===== src/rtl/rv_pkg.sv =====
// Shared fetch-path constants and the fetch-stage state encoding.
package rv_pkg;

  localparam int XLEN    = 64;
  localparam int INST_W  = 32;
  localparam logic [XLEN-1:0] RESET_PC = '0;
  localparam int PC_STEP = 4;

  typedef enum logic [0:0] {
    FS_RUN   = 1'b0,
    FS_DRAIN = 1'b1
  } fetch_state_t;

endpackage


===== src/rtl/fetch_fifo.sv =====
// Synchronous FIFO with flush; head visible combinationally, push visible next cycle.
// Push is ignored when full and pop when empty; flush and reset empty it in one cycle.
module fetch_fifo #(
  parameter int WIDTH = 32,
  parameter int DEPTH = 2,
  localparam int AW = (DEPTH > 1) ? $clog2(DEPTH) : 1,
  localparam int CW = AW + 1
) (
  input  logic             clk,
  input  logic             reset,
  input  logic             flush,
  input  logic             push,
  input  logic [WIDTH-1:0] push_data,
  input  logic             pop,
  output logic [WIDTH-1:0] pop_data,
  output logic [CW-1:0]    count
);

  logic [WIDTH-1:0] mem [DEPTH];
  logic [AW-1:0]    wr_ptr;
  logic [AW-1:0]    rd_ptr;
  logic             do_push;
  logic             do_pop;

  assign do_pop  = pop && (count != '0);
  assign do_push = push && (count != CW'(DEPTH));

  always_ff @(posedge clk) begin
    if (reset || flush) begin
      wr_ptr <= '0;
      rd_ptr <= '0;
      count  <= '0;
    end else begin
      if (do_push) wr_ptr <= wr_ptr + AW'(1);
      if (do_pop)  rd_ptr <= rd_ptr + AW'(1);
      count <= count + CW'(do_push) - CW'(do_pop);
    end
  end

  // Storage needs no reset: only entries between the pointers are ever read.
  always_ff @(posedge clk) begin
    if (do_push) mem[wr_ptr] <= push_data;
  end

  assign pop_data = mem[rd_ptr];

endmodule


===== src/rtl/fetch_stage.sv =====
// Instruction fetch: in-order imem requests, buffered responses to decode, redirect flush/drain.
// Fire-to-inst_valid is at least 2 cycles; requests stall when in-flight + buffered reaches QDEPTH.
module fetch_stage #(
  parameter int              XLEN     = rv_pkg::XLEN,
  parameter logic [XLEN-1:0] RESET_PC = rv_pkg::RESET_PC,
  parameter int              QDEPTH   = 2
) (
  input  logic                       clk,
  input  logic                       reset,
  input  logic [XLEN-1:0]            pc_cur,
  output logic [XLEN-1:0]            pc_next,
  input  logic                       redirect_valid,
  input  logic [XLEN-1:0]            redirect_target,
  output logic                       imem_req_valid,
  input  logic                       imem_req_ready,
  output logic [XLEN-1:0]            imem_req_addr,
  input  logic                       imem_resp_valid,
  input  logic [rv_pkg::INST_W-1:0]  imem_resp_data,
  output logic                       inst_valid,
  input  logic                       inst_ready,
  output logic [rv_pkg::INST_W-1:0]  inst_data,
  output logic [XLEN-1:0]            inst_pc
);

  import rv_pkg::*;

  localparam int CW = $clog2(QDEPTH) + 1;

  typedef struct packed {
    logic [INST_W-1:0] inst;
    logic [XLEN-1:0]   pc;
  } ibuf_entry_t;

  fetch_state_t  state;
  logic [CW-1:0] inflight;
  logic [CW-1:0] drop_cnt;
  logic [CW-1:0] remaining;
  logic [CW-1:0] buf_count;
  logic [CW-1:0] pcq_count;
  logic [CW:0]   occupancy;
  logic          fire;
  logic          accept_resp;
  logic          buf_pop;
  logic [XLEN-1:0] resp_pc;
  ibuf_entry_t   buf_in;
  ibuf_entry_t   buf_head;

  // Occupancy comes from registered state only, so a same-cycle pop never frees a slot.
  assign occupancy      = {1'b0, inflight} + {1'b0, buf_count};
  assign imem_req_valid = !reset && (state == FS_RUN) && !redirect_valid &&
                          (occupancy < (CW+1)'(QDEPTH));
  assign fire           = imem_req_valid && imem_req_ready;
  assign imem_req_addr  = pc_cur;

  assign accept_resp = !reset && (state == FS_RUN) && !redirect_valid && imem_resp_valid;
  assign remaining   = inflight - CW'(imem_resp_valid);

  always_comb begin
    pc_next = pc_cur;
    if (reset) begin
      pc_next = RESET_PC;
    end else if (redirect_valid) begin
      pc_next = redirect_target & ~XLEN'(2'b11);
    end else if (fire) begin
      pc_next = pc_cur + XLEN'(PC_STEP);
    end
  end

  always_ff @(posedge clk) begin
    if (reset) begin
      state    <= FS_RUN;
      inflight <= '0;
      drop_cnt <= '0;
    end else if (redirect_valid) begin
      // Everything still outstanding after this cycle's response belongs to the old path.
      inflight <= remaining;
      drop_cnt <= remaining;
      state    <= (remaining != '0) ? FS_DRAIN : FS_RUN;
    end else begin
      case (state)
        FS_RUN: begin
          inflight <= inflight + CW'(fire) - CW'(imem_resp_valid);
        end
        FS_DRAIN: begin
          if (imem_resp_valid) begin
            inflight <= inflight - CW'(1);
            drop_cnt <= drop_cnt - CW'(1);
            if (drop_cnt == CW'(1)) state <= FS_RUN;
          end
        end
        default: state <= FS_RUN;
      endcase
    end
  end

  fetch_fifo #(
    .WIDTH (XLEN),
    .DEPTH (QDEPTH)
  ) u_pc_fifo (
    .clk       (clk),
    .reset     (reset),
    .flush     (redirect_valid),
    .push      (fire),
    .push_data (pc_cur),
    .pop       (accept_resp),
    .pop_data  (resp_pc),
    .count     (pcq_count)
  );

  assign buf_in.inst = imem_resp_data;
  assign buf_in.pc   = resp_pc;
  assign buf_pop     = inst_valid && inst_ready && !redirect_valid;

  fetch_fifo #(
    .WIDTH (INST_W + XLEN),
    .DEPTH (QDEPTH)
  ) u_inst_buf (
    .clk       (clk),
    .reset     (reset),
    .flush     (redirect_valid),
    .push      (accept_resp),
    .push_data (buf_in),
    .pop       (buf_pop),
    .pop_data  (buf_head),
    .count     (buf_count)
  );

  assign inst_valid = !reset && (buf_count != '0);
  assign inst_data  = buf_head.inst;
  assign inst_pc    = buf_head.pc;

  // While running, the PC FIFO holds exactly the outstanding requests.
  a_pcq_tracks_inflight: assert property (
    @(posedge clk) disable iff (reset) (state == FS_RUN) |-> (pcq_count == inflight)
  );

endmodule


===== config.mk =====
export PLATFORM = sky130hd
export DESIGN_NAME = fetch_stage
export DESIGN_NICKNAME = d
export VERILOG_FILES = /design/src/rtl/rv_pkg.sv /design/src/rtl/fetch_fifo.sv /design/src/rtl/fetch_stage.sv
export SDC_FILE = /design/constraint.sdc
export NUM_CORES = 1
export LEC_CHECK = 0
export BUFFER_PORTS_ARGS = -buffer_cell sky130_fd_sc_hd__buf_2
export CAP_MARGIN = 25
export CELL_PAD_IN_SITES_DETAIL_PLACEMENT = 0
export CELL_PAD_IN_SITES_GLOBAL_PLACEMENT = 2
export CORE_UTILIZATION = 33
export CTS_CLUSTER_SIZE = 10
export DETAILED_ROUTE_END_ITERATION = 8
export PLACE_DENSITY_LB_ADDON = 0.1
export SKIP_LAST_GASP = 1
export SLEW_MARGIN = 20
export SYNTH_ARGS = -nofsm -noshare
export SYNTH_HDL_FRONTEND = slang
export SYNTH_SLANG_ARGS = --single-unit

===== constraint.sdc =====
create_clock -name clk -period 7.7 [get_ports clk]
set_input_delay 0.385 -clock clk [delete_from_list [all_inputs] [get_ports clk]]
set_output_delay 0.385 -clock clk [all_outputs]
set_load 0.02 [all_outputs]

=== Word level (Yosys, flattened, before mapping) ===
Memory sizes are Yosys's and may differ from the RTL's. A register that Yosys moved wholly into a read port is not among the register bits.
Index checks and enable logic that the tools add are counted.

* Register bits after elaboration: 13
* Memory bits (writable): 320
* Input port bits: 166
* Output and inout port bits: 226
* Logic and storage cells: 75
* Memories kept: 2

* $add $sub $neg: 15
* Order comparisons: 1
* Eq/ne operators: 4
* Mux-type cells: 22
* Bitwise gates (word level): 1
* Reduce and logical (&&, ||, !) cells: 21

{| class="wikitable"
|+ Memory list
! name !! words !! width !! rd ports !! clocked after Yosys merged registers in !! wr ports !! RTL line !! RTL
|-
| u_inst_buf.mem || 2 || 96 || 1 || 1 || 1 || fetch_fifo.sv:19 || <nowiki>logic [WIDTH-1:0] mem [DEPTH];</nowiki>
|-
| u_pc_fifo.mem || 2 || 64 || 1 || 1 || 1 || fetch_fifo.sv:19 ||
|}

{| class="wikitable"
|+ Operators with widths
! cell !! count
|-
| 64-bit two-way mux || 3
|-
| 64-bit by 3-bit adder with 64-bit output, second input constant || 1
|-
| 1-bit two-way mux || 13
|-
| 1-bit logical AND || 12
|-
| 2-bit two-way mux || 5
|-
| 2-bit nonzero test || 5
|-
| 2-bit by 1-bit subtractor with 2-bit output || 4
|-
| 2-bit by 1-bit adder with 2-bit output || 3
|-
| 1-bit adder, second input constant || 4
|-
| 2-bit != test, second input constant || 2
|-
| 2-bit one-hot mux with 2 select lines || 1
|-
| 2-bit by 1-bit subtractor with 2-bit output, second input constant || 2
|-
| 2-bit by 2-bit adder with 3-bit output || 1
|-
| 3-bit by 2-bit less-than comparator with 1-bit output, second input constant || 1
|-
| 3-bit != test, second input constant || 1
|-
| 2-bit by 1-bit == test with 1-bit output, second input constant || 1
|-
| 1-bit logical NOT || 2
|-
| 2-bit AND reduction || 1
|-
| 1-bit logical OR || 1
|-
| 1-bit inverter || 1
|}

=== Depth between registers and ports, before layout ===
Gate-level depths: netlist of run 1.

* Depth in word-level cells: 9
* Gate-level depth with buffers: 13
* Mapped depth without buffers: 13

=== Cells and area by module ===
From an unflattened synthesis of run 1, not the netlist that was laid out.

* Cells, all modules: 1063
* Area, all modules: 15457.3 µm²

{| class="wikitable"
|+ By module, submodules not included
! module !! instances !! cells an instance !! area each (µm²) !! seq. area each (µm²)
|-
| fetch_fifo at u_inst_buf || 1 || 330 || 7385.8 || 5865.6
|-
| fetch_fifo at u_pc_fifo || 1 || 230 || 4901.0 || 3943.8
|-
| fetch_stage || 1 || 503 || 3170.5 || 100.1
|}

=== Worst setup path before layout of run 1 ===
No wires, ideal clock.

* Path type: input to register
* Start point: in reset
* End point: mem u_inst_buf.mem[0][0] (netlist name) (enable)
* Library setup time: 563 ps
* Data arrival time: 5817 ps
* Data required time: 7137 ps
* Setup slack: 1320 ps
* Stages on the path: 6
* Path buffers: 2
* Cells stage by stage: buf_6 -> or2_2 -> clkbuf_1 -> nor3b_1 -> a21boi_0 -> nor2b_1

* Word-level cells in the longest chain between the ends: 7

{| class="wikitable"
|+ RTL lines
! element !! RTL line !! RTL
|-
| start, declared || fetch_stage.sv:9 || <nowiki>input logic reset,</nowiki>
|-
| 1-bit logical NOT || fetch_stage.sv:55 || <nowiki>assign accept_resp = !reset && (state == FS_RUN) && !redirect_valid && imem_resp_valid;</nowiki>
|-
| 1-bit logical AND (3 in series) || fetch_stage.sv:55 ||
|-
| 1-bit logical AND || fetch_fifo.sv:26 || <nowiki>assign do_push = push && (count != CW'(DEPTH));</nowiki>
|-
| named net u_inst_buf.do_push || fetch_fifo.sv:22 || <nowiki>logic do_push;</nowiki>
|-
| 1-bit two-way mux || fetch_fifo.sv:42 || <nowiki>if (do_push) mem[wr_ptr] <= push_data;</nowiki>
|-
| 1-bit two-way mux (not written as such) || fetch_fifo.sv:42 ||
|-
| end, declared || fetch_fifo.sv:19 ||
|}

The timed path passes the listed nets, and every way through them passes these cells.

=== Worst setup path after layout of run 1 ===
* Start point: reg inflight[0]
* End point: out pc_next[62]

* Word-level cells in the longest chain between the ends: 7

{| class="wikitable"
|+ RTL lines
! element !! RTL line !! RTL
|-
| start, declared || fetch_stage.sv:35 || <nowiki>logic [CW-1:0] inflight;</nowiki>
|-
| start signal, assigned || fetch_stage.sv:76 || <nowiki>inflight <= remaining;</nowiki>
|-
| start signal, assigned || fetch_stage.sv:82 || <nowiki>inflight <= inflight + CW'(fire) - CW'(imem_resp_valid);</nowiki>
|-
| start signal, assigned || fetch_stage.sv:86 || <nowiki>inflight <= inflight - CW'(1);</nowiki>
|-
| 2-bit by 2-bit adder with 3-bit output || fetch_stage.sv:49 || <nowiki>assign occupancy = {1'b0, inflight} + {1'b0, buf_count};</nowiki>
|-
| 3-bit by 2-bit less-than comparator with 1-bit output || fetch_stage.sv:51 || <nowiki>(occupancy < (CW+1)'(QDEPTH));</nowiki>
|-
| 1-bit logical AND || fetch_stage.sv:50 || <nowiki>assign imem_req_valid = !reset && (state == FS_RUN) && !redirect_valid &&</nowiki>
|-
| 1-bit logical AND || fetch_stage.sv:52 || <nowiki>assign fire = imem_req_valid && imem_req_ready;</nowiki>
|-
| 64-bit two-way mux || fetch_stage.sv:64 || <nowiki>end else if (fire) begin</nowiki>
|-
| 64-bit two-way mux || fetch_stage.sv:62 || <nowiki>end else if (redirect_valid) begin</nowiki>
|-
| 64-bit two-way mux || fetch_stage.sv:60 || <nowiki>if (reset) begin</nowiki>
|-
| end, declared || fetch_stage.sv:11 || <nowiki>output logic [XLEN-1:0] pc_next,</nowiki>
|}

Every way passes these cells.

==> results of run 1 <==
[sequential cells by signal (all words and copies together) (netlist names), named ones only]
register and flops:
u_inst_buf.mem 192, u_pc_fifo.mem 128, drop_cnt 2, inflight 2
u_inst_buf.count 2, u_pc_fifo.count 2, state 1, u_inst_buf.rd_ptr 1
u_inst_buf.wr_ptr 1, u_pc_fifo.rd_ptr 1, u_pc_fifo.wr_ptr 1
[power by group]
part / switching (mW) / internal, mW / total, mW
combinational: 0.244 / 0.136 / 0.381
clock: 0.716 / 1.07 / 1.78
sequential: 0.0116 / 2.03 / 2.04
[timing repair]
action / CTS / global route
hold buffers: 29 / 0
endpoints found under the hold margin: 58 / 0
buffers inserted: 0 / 0
[worst max-delay path by stage]
stage	start	to	slack, ns	depth (start not counted)
after global placement	redirect_valid	u_inst_buf.mem[1][95]$_DFFE_PP_	3.48	6
final	inflight[0]$_SDFFE_PP0P_	pc_next[62]	3.13	9
after detailed placement	redirect_valid	u_inst_buf.mem[1][70]$_DFFE_PP_	3.43	6
after floorplan	reset	u_inst_buf.mem[0][0]$_DFFE_PP_	1.32	6
after CTS	inflight[0]$_SDFFE_PP0P_	pc_next[30]	3.04	9
after global routing	inflight[0]$_SDFFE_PP0P_	pc_next[62]	2.88	9
[cell usage in the layout, fill, tap and decap left out, types with 3 or more instances in the layout]
| master | netlist | routed |
|---|---|---|
| inv_1 | 22 | 21 |
| a211oi_1 | 24 | 24 |
| o21ai_0 | 19 | 19 |
| clkbuf_16 | 0 | 42 |
| edfxtp_1 | 320 | 320 |
| nand4_1 | 18 | 18 |
| clkbuf_1 | 42 | 13 |
| a31oi_1 | 3 | 3 |
| buf_2 | 3 | 388 |
| or3_1 | 16 | 16 |
| buf_4 | 64 | 11 |
| or4_1 | 14 | 14 |
| nor4_1 | 9 | 9 |
| dfxtp_1 | 15 | 13 |
| xor2_1 | 11 | 11 |
| and2_1 | 11 | 9 |
| mux2_2 | 160 | 160 |
| clkinv_1 | 0 | 6 |
| a311oi_1 | 26 | 26 |
| xnor2_1 | 25 | 25 |
| dlygate4sd3_1 | 0 | 29 |
| and4_1 | 14 | 14 |
| or2_2 | 3 | 3 |
| a2111oi_0 | 5 | 5 |
| ha_1 | 9 | 9 |
| nand3_1 | 23 | 23 |
| and3_1 | 12 | 12 |
| o31ai_1 | 12 | 12 |
| o21bai_1 | 4 | 4 |
| nand2_1 | 40 | 40 |
| o21a_1 | 3 | 3 |
| nor3_1 | 7 | 7 |
| nor2_1 | 63 | 63 |
| a21oi_1 | 17 | 17 |
[layer usage]
layer / GRT usage / routed length (um) / share of wire / up-vias
met2: 0.300 / 20600 / 0.48 / 259
met1: 0.245 / 19600 / 0.46 / 4868
li1: - / - / - / 4669
met4: 0.0474 / 652 / 0.015 / 2
met5: 0 / 8 / 0.00019 / -
met3: 0.0321 / 2010 / 0.047 / 41
[kinds of logic (layout without fill, tap and decap cells)]
logic type / count (synthesis) / in the layout / synth area share
muxes: 161 / 161 / 0.120
and+or+nand+nor: 241 / 241 / 0.0866
DFF: 335 / 335 / 0.656
adders and majority gates: 10 / 10 / 0.00878
AOI/OAI and AO/OA: 120 / 120 / 0.0563
buffers and inverters: 140 / 519 / 0.0519
xor gates and xnor gates: 36 / 36 / 0.0209
[worst reg2reg max path: stages, from the launching register on]
cell     delay [ns]
dfxtp_1        0.40
inv_1          0.08
nor2_1         0.13
fa_1           0.46
nor2_1         0.33
nand2_1        0.25
a21oi_1        0.37
nor2b_4        0.21
buf_4          0.49
buf_16         0.31
[layout make-up]
type,instances,area share
Multi-Input combinational cell,568,0.236
Clock buffer,55,0.0585
Inverter,22,0.00452
Timing Repair Buffer,431,0.127
Sequential cell,335,0.527
Clock inverter,11,0.00679
Tap cell,600,0.0399
==> key figures, run 1 <==
Min path
  • Worst Hold Path Cells: 1
  • HP Class: in -> reg
  • Hold Startpoint: imem_resp_data[7]
  • Worst Hold Endpoint: u_inst_buf.mem[1][71]$_DFFE_PP_

Synthesis
  • Unique masters post-synth: 50
  • Syn Inst Count: 1,043
  • Post-Syn Area per Cell: 14.5 sq um
  • Synth top area share: 0.636
  • Asr flop ratio synth: 0
  • Synth Register Bits: 335
  • Ys flop type: edfxtp_1
  • Biggest area consumer among synthesized cells: edfxtp_1
  • Post-Syn Area: 15,100 sq um
  • Warnings from Yosys: 0
  • Post-synth EDFFs: 320
  • Synth top cells by count: edfxtp_1, mux2_2, buf_4
  • Seq/Total Area, Yosys: 0.656
  • Most common cell in the netlist: edfxtp_1
  • Synth top area cells: edfxtp_1, mux2_2, buf_4
  • Syn Nets: 1,219

STA
  • Tmin final: 4.57 ns
  • Final Slew Violations: 0
  • Worst-Margin Slew: 0.965 ns
  • Final TNS setup: 0 ns
  • Fmax achieved: 219 MHz
  • Relative slew slack: 0.354
  • Layout Skew: 0.0167 ns
  • Worst hold slack: 0.0474 ns
  • Setup violations, final: 0
  • Worst setup margin: 3.13 ns
  • Final hold violation count: 0
  • Final worst-path cycle share: 0.594
  • RSZ-0062 raised after global routing: false

Placed design
  • Global placement routability congestion: 0.725
  • Placed Cells: 1,927
  • Pre-CTS worst setup slack: 3.43 ns
  • I/O Buffers: 389
  • Cell Area, Placed: 17,300 sq um
  • HPWL after DPL: 28,100 um

Worst setup path
  • Most Frequent Cell on Critical Path: or4_1
  • CP max FO: 17
  • CP required: 7.32 ns
  • RR Endpoint: u_pc_fifo.mem[0][14]$_DFFE_PP_
  • Critical path buffers and inverters: 2
  • CP Class: reg -> out
  • Crit path cell chain: inv_1 -> nor2_1 -> fa_1 -> and4bb_2 -> nand2_2 -> or4_1 -> or4_1 -> a311oi_1 -> buf_2
  • Critical Path Max Stage Delay: 0.92 ns
  • Critical path's slowest cell: or4_1
  • CP startpoint kind: register
  • Flop-to-flop setup slack: 4.33 ns
  • Worst r2r path cells: 9
  • Worst setup EP type: output pin
  • FF-to-FF Start: inflight[0]$_SDFFE_PP0P_
  • Delay-heaviest family, CP: simple AND/OR/NAND/NOR gates
  • Arr. time, crit path: 4.19 ns

Die
  • Die Ht: 216 um
  • Ports: 392
  • Initial Util: 0.334
  • Core area: 45,300 sq um
  • Row cnt: 78
  • Full die area: 46,700 sq um
  • Die W: 216 um

Routing
  • 1st-iter DRT viols: 449
  • DRC Markers: 0
  • WL per Instance: 21.2 um
  • Via/cell ratio: 4.87
  • Routed wire length: 42,900 um
  • Pre-Repair DR Iteration Count: 4
  • Vias: 9,839
  • Post-route ant nets: 0

Clock network
  • Clock Path Buffers: 3
  • H-tree lvl count: 2
  • PostCTS Resize Cnt: 0
  • CTS tree: done
  • CTS sink count: 335
  • CTS buffer count: 42
  • Clock slew at reported path FFs: 0.06 ns
  • CTS root buf: clkbuf_16
  • Clk_lat worst skew: 0.55 ns

Finish
  • Number of diodes: 0
  • Sequential Area: 9920 sq um
  • Finished Cell Area: 18,800 sq um
  • Share of cells above drive strength 1: 0.438
  • Fillers: 4,344
  • Post-Layout Cell Count: 2,022
  • NumNets Final: 1,576
  • Core Util, Final: 0.415
  • Multi-input logic area: 4440 sq um
  • Area growth syn-to-layout: 24.5%

Outcome
  • Status: completed

Power
  • Tot Pwr: 4.20 mW
  • P_leak: 6.84 nW
  • Pwr per Cell Area: 223 nW/um^2
  • Max VDD drop: 0.168 mV

GRT
  • Initial antenna violation count: 2
  • Number of global-route vias before repair: 9,684
  • All-Layer GR Usage: 0.181
  • First-pass GRT wire length: 62,900 um
  • Largest net degree at the start of global routing: 80
  • Grt total ovfl: 0

Run
  • MaxCap Viol Count: 0
(Power assumes the default switching activity.)
==> run 2: changes to the inputs <==
Settings changed: ABC_AREA from default to 1.
Clock period 7.7 ns to 4.55 ns, I/O delays scaled along.
==> key figures, run 2 <==
Worst setup path
  • CP startpoint kind: register (unchanged)
  • Most Frequent Cell on Critical Path: nand2_1 (was or4_1)
  • CP max FO: 18 (was 17)
  • Critical Path Max Stage Delay: 0.41 ns (was 0.92 ns)
  • Critical path's slowest cell: fa_1 (was or4_1)
  • Critical path buffers and inverters: 3 (was 2)
  • CP Class: reg -> out (unchanged)
  • Arr. time, crit path: 3.43 ns (was 4.19 ns)
  • CP required: 4.32 ns (was 7.32 ns)
  • Delay-heaviest family, CP: simple AND/OR/NAND/NOR gates (unchanged)
  • Crit path cell chain: nand2_1 -> inv_1 -> fa_1 -> nor2_2 -> nand4_4 -> nor2_1 -> nand2_1 -> nor2_2 -> nand2_1 -> nand2_1 -> nand3_1 -> nand2_1 -> inv_1 -> buf_2 (was inv_1 -> nor2_1 -> fa_1 -> and4bb_2 -> nand2_2 -> or4_1 -> or4_1 -> a311oi_1 -> buf_2)
  • Worst setup EP type: output pin (unchanged)

STA
  • RSZ-0062 raised after global routing: false (unchanged)
  • Final Slew Violations: 0 (unchanged)
  • Worst-Margin Slew: 0.849 ns (was 0.965 ns)
  • Layout Skew: 0.0177 ns (was 0.0167 ns)
  • Final TNS setup: 0 ns (unchanged)
  • Final hold violation count: 0 (unchanged)
  • Tmin final: 3.65 ns
  • Relative slew slack: 0.434 (was 0.354)
  • Setup violations, final: 0 (unchanged)
  • Final worst-path cycle share: 0.803
  • Fmax achieved: 274 MHz

Die
  • Die Ht: 224 um (was 216 um)
  • Core area: 48,800 sq um (was 45,300 sq um)
  • Ports: 392 (unchanged)
  • Row cnt: 81 (was 78)
  • Initial Util: 0.333 (was 0.334)
  • Full die area: 50,200 sq um (was 46,700 sq um)
  • Die W: 224 um (was 216 um)

Synthesis
  • Synth top area share: 0.590 (was 0.636)
  • Most common cell in the netlist: edfxtp_1 (unchanged)
  • Syn Inst Count: 1,464 (was 1,043)
  • Ys flop type: edfxtp_1 (unchanged)
  • Syn Nets: 1,640 (was 1,219)
  • Seq/Total Area, Yosys: 0.609 (was 0.656)
  • Synth Register Bits: 335 (unchanged)
  • Synth top area cells: edfxtp_1, mux2_2, nand2_1 (was edfxtp_1, mux2_2, buf_4)
  • Synth top cells by count: edfxtp_1, nand2_1, inv_1 (was edfxtp_1, mux2_2, buf_4)
  • Biggest area consumer among synthesized cells: edfxtp_1 (unchanged)
  • Post-synth EDFFs: 320 (unchanged)
  • Asr flop ratio synth: 0 (unchanged)
  • Post-Syn Area: 16,300 sq um (was 15,100 sq um)
  • Warnings from Yosys: 0 (unchanged)
  • Unique masters post-synth: 41 (was 50)
  • Post-Syn Area per Cell: 11.1 sq um (was 14.5 sq um)

Clock network
  • Clock slew at reported path FFs: 0.05 ns (was 0.06 ns)
  • CTS root buf: clkbuf_16 (unchanged)
  • CTS sink count: 335 (unchanged)
  • H-tree lvl count: 2 (unchanged)
  • Clock Path Buffers: 3 (unchanged)
  • Clk_lat worst skew: 0.56 ns (was 0.55 ns)
  • CTS buffer count: 40 (was 42)
  • Post-CTS setup buffer count: 0 (unchanged)
  • CTS Hold Bufs: 83 (was 29)
  • CTS tree: done (unchanged)
  • PostCTS Resize Cnt: 0 (unchanged)

Power
  • Max VDD drop: 0.205 mV (was 0.168 mV)
  • P_leak: 8.42 nW (was 6.84 nW)
  • Internal: 5.39 mW (was 3.23 mW)
  • Pwr per Cell Area: 345 nW/um^2 (was 223 nW/um^2)
  • Sw Pwr: 1.70 mW (was 0.972 mW)
  • Clock power share: 0.403 (was 0.424)
  • Flop pwr share: 0.487 (was 0.486)
  • Sw frac: 0.239 (was 0.231)
  • Comb power frac: 0.109 (was 0.091)

Min path
  • HP Class: in -> reg (unchanged)

Outcome
  • Status: completed (unchanged)

Routing
  • Routed wire length: 50,100 um (was 42,900 um)
  • Pre-Repair DR Iteration Count: 5 (was 4)
  • DRC Markers: 0 (unchanged)
  • Vias: 11,800 (was 9,839)
  • Post-route ant nets: 0 (unchanged)
  • 1st-iter DRT viols: 548 (was 449)
  • WL per Instance: 19.6 um (was 21.2 um)
  • Via/cell ratio: 4.61 (was 4.87)

Finish
  • Max reg flops: 192 (unchanged)
  • Share of cells above drive strength 1: 0.337 (was 0.438)
  • Biggest register: u_inst_buf.mem (unchanged)
  • Largest registers: u_inst_buf.mem: 192 flops, u_pc_fifo.mem: 128 flops (unchanged)
  • Number of diodes: 0 (unchanged)
  • Fillers: 4,854 (was 4,344)
  • Area growth syn-to-layout: 26.3% (was 24.5%)
  • NumNets Final: 2,060 (was 1,576)
  • Most frequent cells in the layout: buf_2, edfxtp_1, nand2_1 (was buf_2, edfxtp_1, mux2_2)
  • Commonest non-fill, non-tap cell in the layout: buf_2 (unchanged)
  • Finished Cell Area: 20,600 sq um (was 18,800 sq um)

GRT
  • Number of global-route vias before repair: 11,800 (was 9,684)
  • Grt total ovfl: 0 (unchanged)
  • All-Layer GR Usage: 0.200 (was 0.181)
  • Initial antenna violation count: 1 (was 2)
  • First-pass GRT wire length: 73,800 um (was 62,900 um)
  • Largest net degree at the start of global routing: 98 (was 80)

Placed design
  • Cell Area, Placed: 18,600 sq um (was 17,300 sq um)
  • I/O Buffers: 389 (unchanged)
  • Global placement routability congestion: 0.817 (was 0.725)
  • HPWL after DPL: 35,100 um (was 28,100 um)

Run
  • MaxCap Viol Count: 0 (unchanged)
[run 2: cell type report]
cell class	instances	area, sq um	area share
Inverter	166	623	0.0303
Clock inverter	6	83.8	0.00408
Tap cell	664	831	0.0404
Multi-Input combinational cell	858	5120	0.249
Clock buffer	48	1050	0.0512
Timing Repair Buffer	483	2930	0.143
Sequential cell	335	9920	0.482
[run 2: through the flow]
| step | instances | hold slack, ns | setup slack, ns | util | power, mW |
|---|---|---|---|---|---|
| 4_1_cts | 2560 | 0.00214 | 0.821 | 0.421 | 7.20 |
| 3_5_place_dp | 2423 | 0.420 | 1.42 | 0.381 | 4.25 |
| 6_report | 2560 | 0.0244 | 0.896 | 0.421 | 7.09 |
| 5_1_grt | 2560 | 0.00592 | 0.575 | 0.421 | 7.37 |
| 2_1_floorplan | 1464 | 0.326 | 0.613 | - | 3.95 |
| 3_3_place_gp | 2422 | 0.416 | 1.45 | 0.380 | 4.24 |
[run 2: layer usage]
metal  wire (um)  track usage
met1       23500        0.275
met2       23400        0.330
met3        2210       0.0279
met4         983       0.0552
met5          13            0
[run 2: cells by family (layout without fill, tap and decap cells)]
kind of cell             count (synthesis)  in the layout  share of synthesized area
AO/OA/AOI/OAI                          103            103                     0.0343
XOR/XNOR                                 5              5                    0.00269
adder cells (fa/ha/maj)                 10             10                    0.00814
buffers and inverters                  271            703                     0.0786
flip-flops                             335            335                      0.609
multiplexers                           160            160                      0.111
AND/OR/NAND/NOR                        580            580                      0.157
[run 2: path summary, 6_finish.rpt]
check                                                    from                        endpoint  slack [ns]  depth (start not counted)
worst min register to register  u_pc_fifo.rd_ptr$_SDFFE_PP0P_                        register        0.44                          1
worst max register to register       inflight[0]$_SDFFE_PP0P_  u_pc_fifo.mem[0][38]$_DFFE_PP_        1.47                          9
worst max-delay path                 inflight[0]$_SDFFE_PP0P_                     pc_next[40]        0.90                         14
worst min-delay path                               pc_cur[46]  u_pc_fifo.mem[1][46]$_DFFE_PP_        0.02                          1
[run 2: power groups by stage]
stage	Combinational, mW	Clock [mW]	Sequential, mW
after global placement	0.727	0	3.51
after detailed placement	0.730	0	3.52
after global routing	0.855	3.06	3.46
after CTS	0.789	2.96	3.45
after floorplan	0.432	0	3.52
final	0.776	2.86	3.45
